File: src/rtl/key_operand_loader.sv
// Keypad front end: debounces scanner hits, decodes digits/CLEAR/ENTER and builds two
// decimal operands for the serial adder. Define KEY_ECHO_EN to add key_event/key_code.
module key_operand_loader #(
    parameter int WIDTH          = 8,
    parameter int STABLE_HITS    = 2,
    parameter int RELEASE_CYCLES = 32,
    parameter int MAX_DIGITS     = 3
) (
    input  logic             clk,
    input  logic             rst,
    input  logic             flag,
    input  logic [4:0]       code,
    output logic [WIDTH-1:0] op_a,
    output logic [WIDTH-1:0] op_b,
    output logic             op_valid,
    input  logic             op_ready,
    output logic             entry_b,
    output logic             overflow
`ifdef KEY_ECHO_EN
    ,
    output logic             key_event,
    output logic [4:0]       key_code
`endif
);

    localparam int HW = $clog2(STABLE_HITS + 1);
    localparam int QW = $clog2(RELEASE_CYCLES + 1);
    localparam int DW = $clog2(MAX_DIGITS + 1);

    localparam logic [HW-1:0] HIT_MAX   = HW'(STABLE_HITS);
    localparam logic [QW-1:0] QUIET_MAX = QW'(RELEASE_CYCLES);
    localparam logic [DW-1:0] DIG_MAX   = DW'(MAX_DIGITS);

    localparam logic [4:0] CODE_CLEAR = 5'd12;
    localparam logic [4:0] CODE_ENTER = 5'd16;

    // state    | meaning
    // ENTER_A  | keying operand A
    // ENTER_B  | keying operand B
    // SEND     | operands offered to the adder, keys discarded
    typedef enum logic [1:0] {
        ENTER_A = 2'd0,
        ENTER_B = 2'd1,
        SEND    = 2'd2
    } state_t;

    state_t state_q, state_d;

    logic [4:0]       cand_q, cand_d;
    logic [HW-1:0]    hit_q, hit_d;
    logic [QW-1:0]    quiet_q, quiet_d;
    logic             held_q, held_d;
    logic             event_q, event_d;
    logic [4:0]       ev_code_q, ev_code_d;

    logic [WIDTH-1:0] op_a_q, op_a_d;
    logic [WIDTH-1:0] op_b_q, op_b_d;
    logic             op_valid_q, op_valid_d;
    logic             entry_b_q, entry_b_d;
    logic             overflow_q, overflow_d;
    logic [DW-1:0]    digit_cnt_q, digit_cnt_d;

    logic [WIDTH-1:0] acc_sel;
    logic [WIDTH+3:0] acc_ext;
    logic [WIDTH+3:0] acc_next;
    logic             is_digit;
    logic             digit_ok;

    always_comb begin
        cand_d    = cand_q;
        hit_d     = hit_q;
        quiet_d   = quiet_q;
        held_d    = held_q;
        event_d   = 1'b0;
        ev_code_d = ev_code_q;

        if (flag) begin
            quiet_d = '0;
            if (code == cand_q) begin
                if (hit_q != HIT_MAX) begin
                    hit_d = hit_q + 1'b1;
                end
            end else begin
                cand_d = code;
                hit_d  = HW'(1);
            end
            // Only the first stable press after a release counts; rollover is ignored.
            if (!held_q && (hit_d == HIT_MAX)) begin
                event_d   = 1'b1;
                held_d    = 1'b1;
                ev_code_d = code;
            end
        end else begin
            if (quiet_q != QUIET_MAX) begin
                quiet_d = quiet_q + 1'b1;
            end
            if (quiet_d == QUIET_MAX) begin
                held_d = 1'b0;
                hit_d  = '0;
                cand_d = '0;
            end
        end
    end

    assign is_digit = (ev_code_q != 5'd0) && (ev_code_q <= 5'd9);
    assign digit_ok = is_digit && (digit_cnt_q != DIG_MAX);
    assign acc_sel  = (state_q == ENTER_B) ? op_b_q : op_a_q;
    assign acc_ext  = {4'b0000, acc_sel};
    assign acc_next = (acc_ext << 3) + (acc_ext << 1) + (WIDTH + 4)'(ev_code_q);

    always_comb begin
        state_d     = state_q;
        op_a_d      = op_a_q;
        op_b_d      = op_b_q;
        op_valid_d  = op_valid_q;
        entry_b_d   = entry_b_q;
        overflow_d  = overflow_q;
        digit_cnt_d = digit_cnt_q;

        case (state_q)
            ENTER_A: begin
                if (event_q) begin
                    if (digit_ok) begin
                        op_a_d      = acc_next[WIDTH-1:0];
                        digit_cnt_d = digit_cnt_q + 1'b1;
                        if (|acc_next[WIDTH+3:WIDTH]) begin
                            overflow_d = 1'b1;
                        end
                    end else if (ev_code_q == CODE_ENTER) begin
                        state_d     = ENTER_B;
                        entry_b_d   = 1'b1;
                        digit_cnt_d = '0;
                    end else if (ev_code_q == CODE_CLEAR) begin
                        op_a_d      = '0;
                        digit_cnt_d = '0;
                        overflow_d  = 1'b0;
                    end
                end
            end
            ENTER_B: begin
                if (event_q) begin
                    if (digit_ok) begin
                        op_b_d      = acc_next[WIDTH-1:0];
                        digit_cnt_d = digit_cnt_q + 1'b1;
                        if (|acc_next[WIDTH+3:WIDTH]) begin
                            overflow_d = 1'b1;
                        end
                    end else if (ev_code_q == CODE_ENTER) begin
                        state_d    = SEND;
                        op_valid_d = 1'b1;
                        entry_b_d  = 1'b0;
                    end else if (ev_code_q == CODE_CLEAR) begin
                        state_d     = ENTER_A;
                        op_a_d      = '0;
                        op_b_d      = '0;
                        digit_cnt_d = '0;
                        overflow_d  = 1'b0;
                        entry_b_d   = 1'b0;
                    end
                end
            end
            SEND: begin
                // Key events here are dropped, even one landing on the handshake edge.
                if (op_valid_q && op_ready) begin
                    state_d     = ENTER_A;
                    op_valid_d  = 1'b0;
                    op_a_d      = '0;
                    op_b_d      = '0;
                    digit_cnt_d = '0;
                    overflow_d  = 1'b0;
                end
            end
            default: begin
                state_d = ENTER_A;
            end
        endcase
    end

    always_ff @(posedge clk) begin
        if (rst) begin
            state_q     <= ENTER_A;
            cand_q      <= '0;
            hit_q       <= '0;
            quiet_q     <= '0;
            held_q      <= 1'b0;
            event_q     <= 1'b0;
            ev_code_q   <= '0;
            op_a_q      <= '0;
            op_b_q      <= '0;
            op_valid_q  <= 1'b0;
            entry_b_q   <= 1'b0;
            overflow_q  <= 1'b0;
            digit_cnt_q <= '0;
        end else begin
            state_q     <= state_d;
            cand_q      <= cand_d;
            hit_q       <= hit_d;
            quiet_q     <= quiet_d;
            held_q      <= held_d;
            event_q     <= event_d;
            ev_code_q   <= ev_code_d;
            op_a_q      <= op_a_d;
            op_b_q      <= op_b_d;
            op_valid_q  <= op_valid_d;
            entry_b_q   <= entry_b_d;
            overflow_q  <= overflow_d;
            digit_cnt_q <= digit_cnt_d;
        end
    end

    assign op_a     = op_a_q;
    assign op_b     = op_b_q;
    assign op_valid = op_valid_q;
    assign entry_b  = entry_b_q;
    assign overflow = overflow_q;

`ifdef KEY_ECHO_EN
    assign key_event = event_q;
    assign key_code  = ev_code_q;
`endif

endmodule

File: config.mk
export PLATFORM = sky130hd
export DESIGN_NAME = key_operand_loader
export DESIGN_NICKNAME = d
export VERILOG_FILES = /design/src/rtl/key_operand_loader.sv
export SDC_FILE = /design/constraint.sdc
export NUM_CORES = 1
export LEC_CHECK = 0
export ABC_AREA = 1
export CAP_MARGIN = 15
export CORE_UTILIZATION = 62
export DETAILED_ROUTE_END_ITERATION = 7
export PLACE_DENSITY_LB_ADDON = 0.25
export SETUP_SLACK_MARGIN = 0.05
export SLEW_MARGIN = 15
export SYNTH_ARGS = -nofsm -noshare
export SYNTH_HDL_FRONTEND = slang
export SYNTH_SLANG_ARGS = --single-unit
File: constraint.sdc
create_clock -name clk -period 9.4 [get_ports clk]
set_input_delay 1.88 -clock clk [delete_from_list [all_inputs] [get_ports clk]]
set_output_delay 1.88 -clock clk [all_outputs]
set_load 0.05 [all_outputs]
==> impl_metrics.ini <==
[placed_design]
hpwlAfterDp_mm = 4.83
gp_routability_congestion = 0.922
port-buffer-count = 27
pre_cts_slack_ns = 5.82

[logic_synthesis]
synth_cells = 425
synth_fp_nets = 459
yosys.area.top_type_share_pct = 30.2
synth.avg_cell_area_um2 = 6.72
register_bit_count_reported_by_yosys = 43
synth_area_mm2 = 0.00285
yosys_warnings = 0
library_cells_used_by_synthesis = 37
synth.top_cells.by_area = dfxtp_1 (30%), nand2_1 (14%), ha_1 (9.6%)
seq_area_frac_synth_pct = 30.2
netlist.top_cell.by_area = dfxtp_1

[cts]
clockBufferDepth = 2
clkLatencyLatePin_ns = 0.31
cts.root.buffer_cell = clkbuf_8
tritoncts = yes
cts_repair_resize_count = 0
cts_max_level = 2
cts-buffers-inserted = 5
cts_setup_buffers = 0
clk_pin_slew_worst_paths_ns = 0.09
cts_hold_buf = 0
numClockSinks = 43

[floorplanning]
floorplan.initialDensity_pct = 65.1
boundaryPins = 28
die_area_mm2 = 0.00488
floorplan.die.width_um = 69.8
core_outline_area_mm2 = 0.00438
rows = 24
fp.dieH_um = 69.8

[timing]
final_period_minus_worst_setup_slack_ns = 3.58
fmax_mhz = 279
postLayoutSetupSlackWorst_ns = 5.82
slew-limit-headroom_pct = 48.9
rsz0062_at_grt = false
fin_worst_hold_slack_ns = 0.462
clock-skew-final_ns = 0.0105
max_slew.worst_pin.slew_ns = 0.767
post-route-period-util_pct = 38.1
totalNegativeSetupSlack_ns = 0
setup_viol = 0
final-hold-violation-count = 0
timing_max_transition_violations_final = 0

[setup_path]
startpoint_type = flop
worstSetupPathType = flop to flop
cp-end-kind = flop
crit_path_max_fanout = 21
critPathSlowestCell = ha_1
critPathMaxStageDelay_ns = 0.66
worst_path_most_repeated_cell = nand2_1
timing.critical_path.required_ns = 9.64
cp.arrival_ns = 3.82
cells_traversed_along_the_worst_timing_path = inv_1 > ha_1 > clkinv_4 > or2_2 > o21ai_0 > fa_1 > inv_1 > ha_1 > or2_1 > nand3_1 > nand2_1 > nand2_1 > nand2_1 > nor2_1 > nand2_1 > o21ai_1 > nand2_1 > a21oi_1

[cells_and_area]
diodes = 0
sequential_cell_area_um2 = 861
multiInputGateArea_mm2 = 0.00170
layout.nets = 486
leading_cell_type_in_the_layout_fill_and_taps_excluded = nand2_1
layout_common_cells = nand2_1 (105), inv_1 (59), nor2_1 (53), dfxtp_1 (43), a21oi_1 (36)
final_layout_size_suffix_gt1_share_pct = 6.84
filler_cell_count = 369
syn_to_final_growth_pct = 14.4

[detailed_routing]
antenna_violating_nets_post_route = 0
drcViolationCount = 0
drt_first_iter_violations = 253
number_of_vias_after_detailed_routing = 2740
router_iterations_before_antenna_repair = 5
viasPerCell = 5.43
routedWlPerCell_um = 13.0
wl_mm = 6.54

[global_route]
grt_first_pass_wirelength_mm = 11.3
all_layer_global_routing_usage_pct = 28.6
gr-total-overflow = 0
via_count_of_the_first_global_routing_pass = 2574
grt_max_degree = 28
antenna_found_initial = 0

[run_status]
run_status = finished, final reports clean

[job]
maxCapViolations = 0

[power_and_ir_drop]
power.ir.vdd_worst_uv = 119
power_leakage_nw = 1.46
pwr_density_cell_mw_per_mm2 = 112

[worst_hold_path]
hold_path_class = flop to flop
==> power breakdown <==
part           internal [mW]  total [mW]  switching, mW  leakage [nW]
clock network         0.0806       0.152         0.0715        0.0587
logic                 0.0102      0.0259         0.0156          1.05
registers              0.184       0.186        0.00181         0.348
total                  0.275       0.364         0.0889          1.46
==> metrics by stage <==
step / power (mW) / cells / utilization (%) / cell area, um^2
final: 0.364 / 505 / 74.5 / 3260
after global routing: 0.377 / 505 / 74.5 / 3260
after CTS: 0.365 / 505 / 74.5 / 3260
after detailed placement: 0.216 / 497 / 71.8 / 3150
after global placement: 0.215 / 497 / 71.8 / 3150
after floorplan: 0.207 / 425 / - / 2850
==> registers in the layout (all words and copies together) (netlist names), 2 cells and up <==
register	flops
ev_code_q	5
op_b	8
op_a	8
hit_q	2
quiet_q	6
state_q	2
digit_cnt_q	2
cand_q	5
==> cell usage after synthesis <==
cell type and n:
a21o_1 1, a21oi_1 36, a21oi_2 1, a22oi_1 1, buf_4 1, buf_6 2, clkbuf_1 5, clkinv_4 1
dfxtp_1 43, fa_1 3, ha_1 22, inv_1 59, inv_2 4, nand2_1 105, nand2_2 1, nand2_4 1
nand2b_1 1, nand3_1 30, nand3_2 2, nand3b_1 1, nand3b_4 1, nand4_1 2, nor2_1 53, nor2_2 1
nor2_4 2, nor3_1 3, nor3_2 2, nor3b_2 1, o211ai_1 1, o21ai_0 18, o21ai_1 6, o21ai_2 2
o21ai_4 1, or2_1 2, or2_2 2, xnor2_1 3, xor2_1 5
==> layer usage <==
metal	global-route usage [%]	part of all wire, %	vias up
li1	-	-	1398
met1	37.7	44	1234
met2	46.8	48	94
met3	4.94	6.0	14
met4	10.9	1.9	0
met5	0	0	-
==> final cells by class <==
type	count	area share, %
multi-input cells	310	52.1
flip-flops and latches	43	26.4
repair buffers	28	8.51
inverters	64	7.51
clock buffers	5	2.11
well taps	52	1.99
clock inverters	3	1.46
==> critical path, delay by kind of cell (launching register included) <==
kind	cells	cell delay, ns
fa+ha+maj	3	1.39
simple gates	9	1.11
flops	1	0.34
compound gates	3	0.35
buf+inv	3	0.33
==> final timing paths <==
path / to / slack, ns / start / depth (start not counted)
min: entry_b / 0.46 / entry_b / 2
max reg2reg: op_a[7] / 5.82 / state_q[1] / 18
min reg2reg: entry_b / 0.46 / entry_b / 2
max: op_a[7] / 5.82 / state_q[1] / 18
==> cell families after synthesis <==
family	count (synthesis)	share of synthesized area (%)
AND/OR/NAND/NOR	210	32.5
buffers and inverters	72	10.3
AO/OA/AOI/OAI	67	12.8
flip-flops	43	30.2
adder cells (fa/ha/maj)	25	11.7
XOR/XNOR	8	2.46
(Power assumes the default switching activity.)
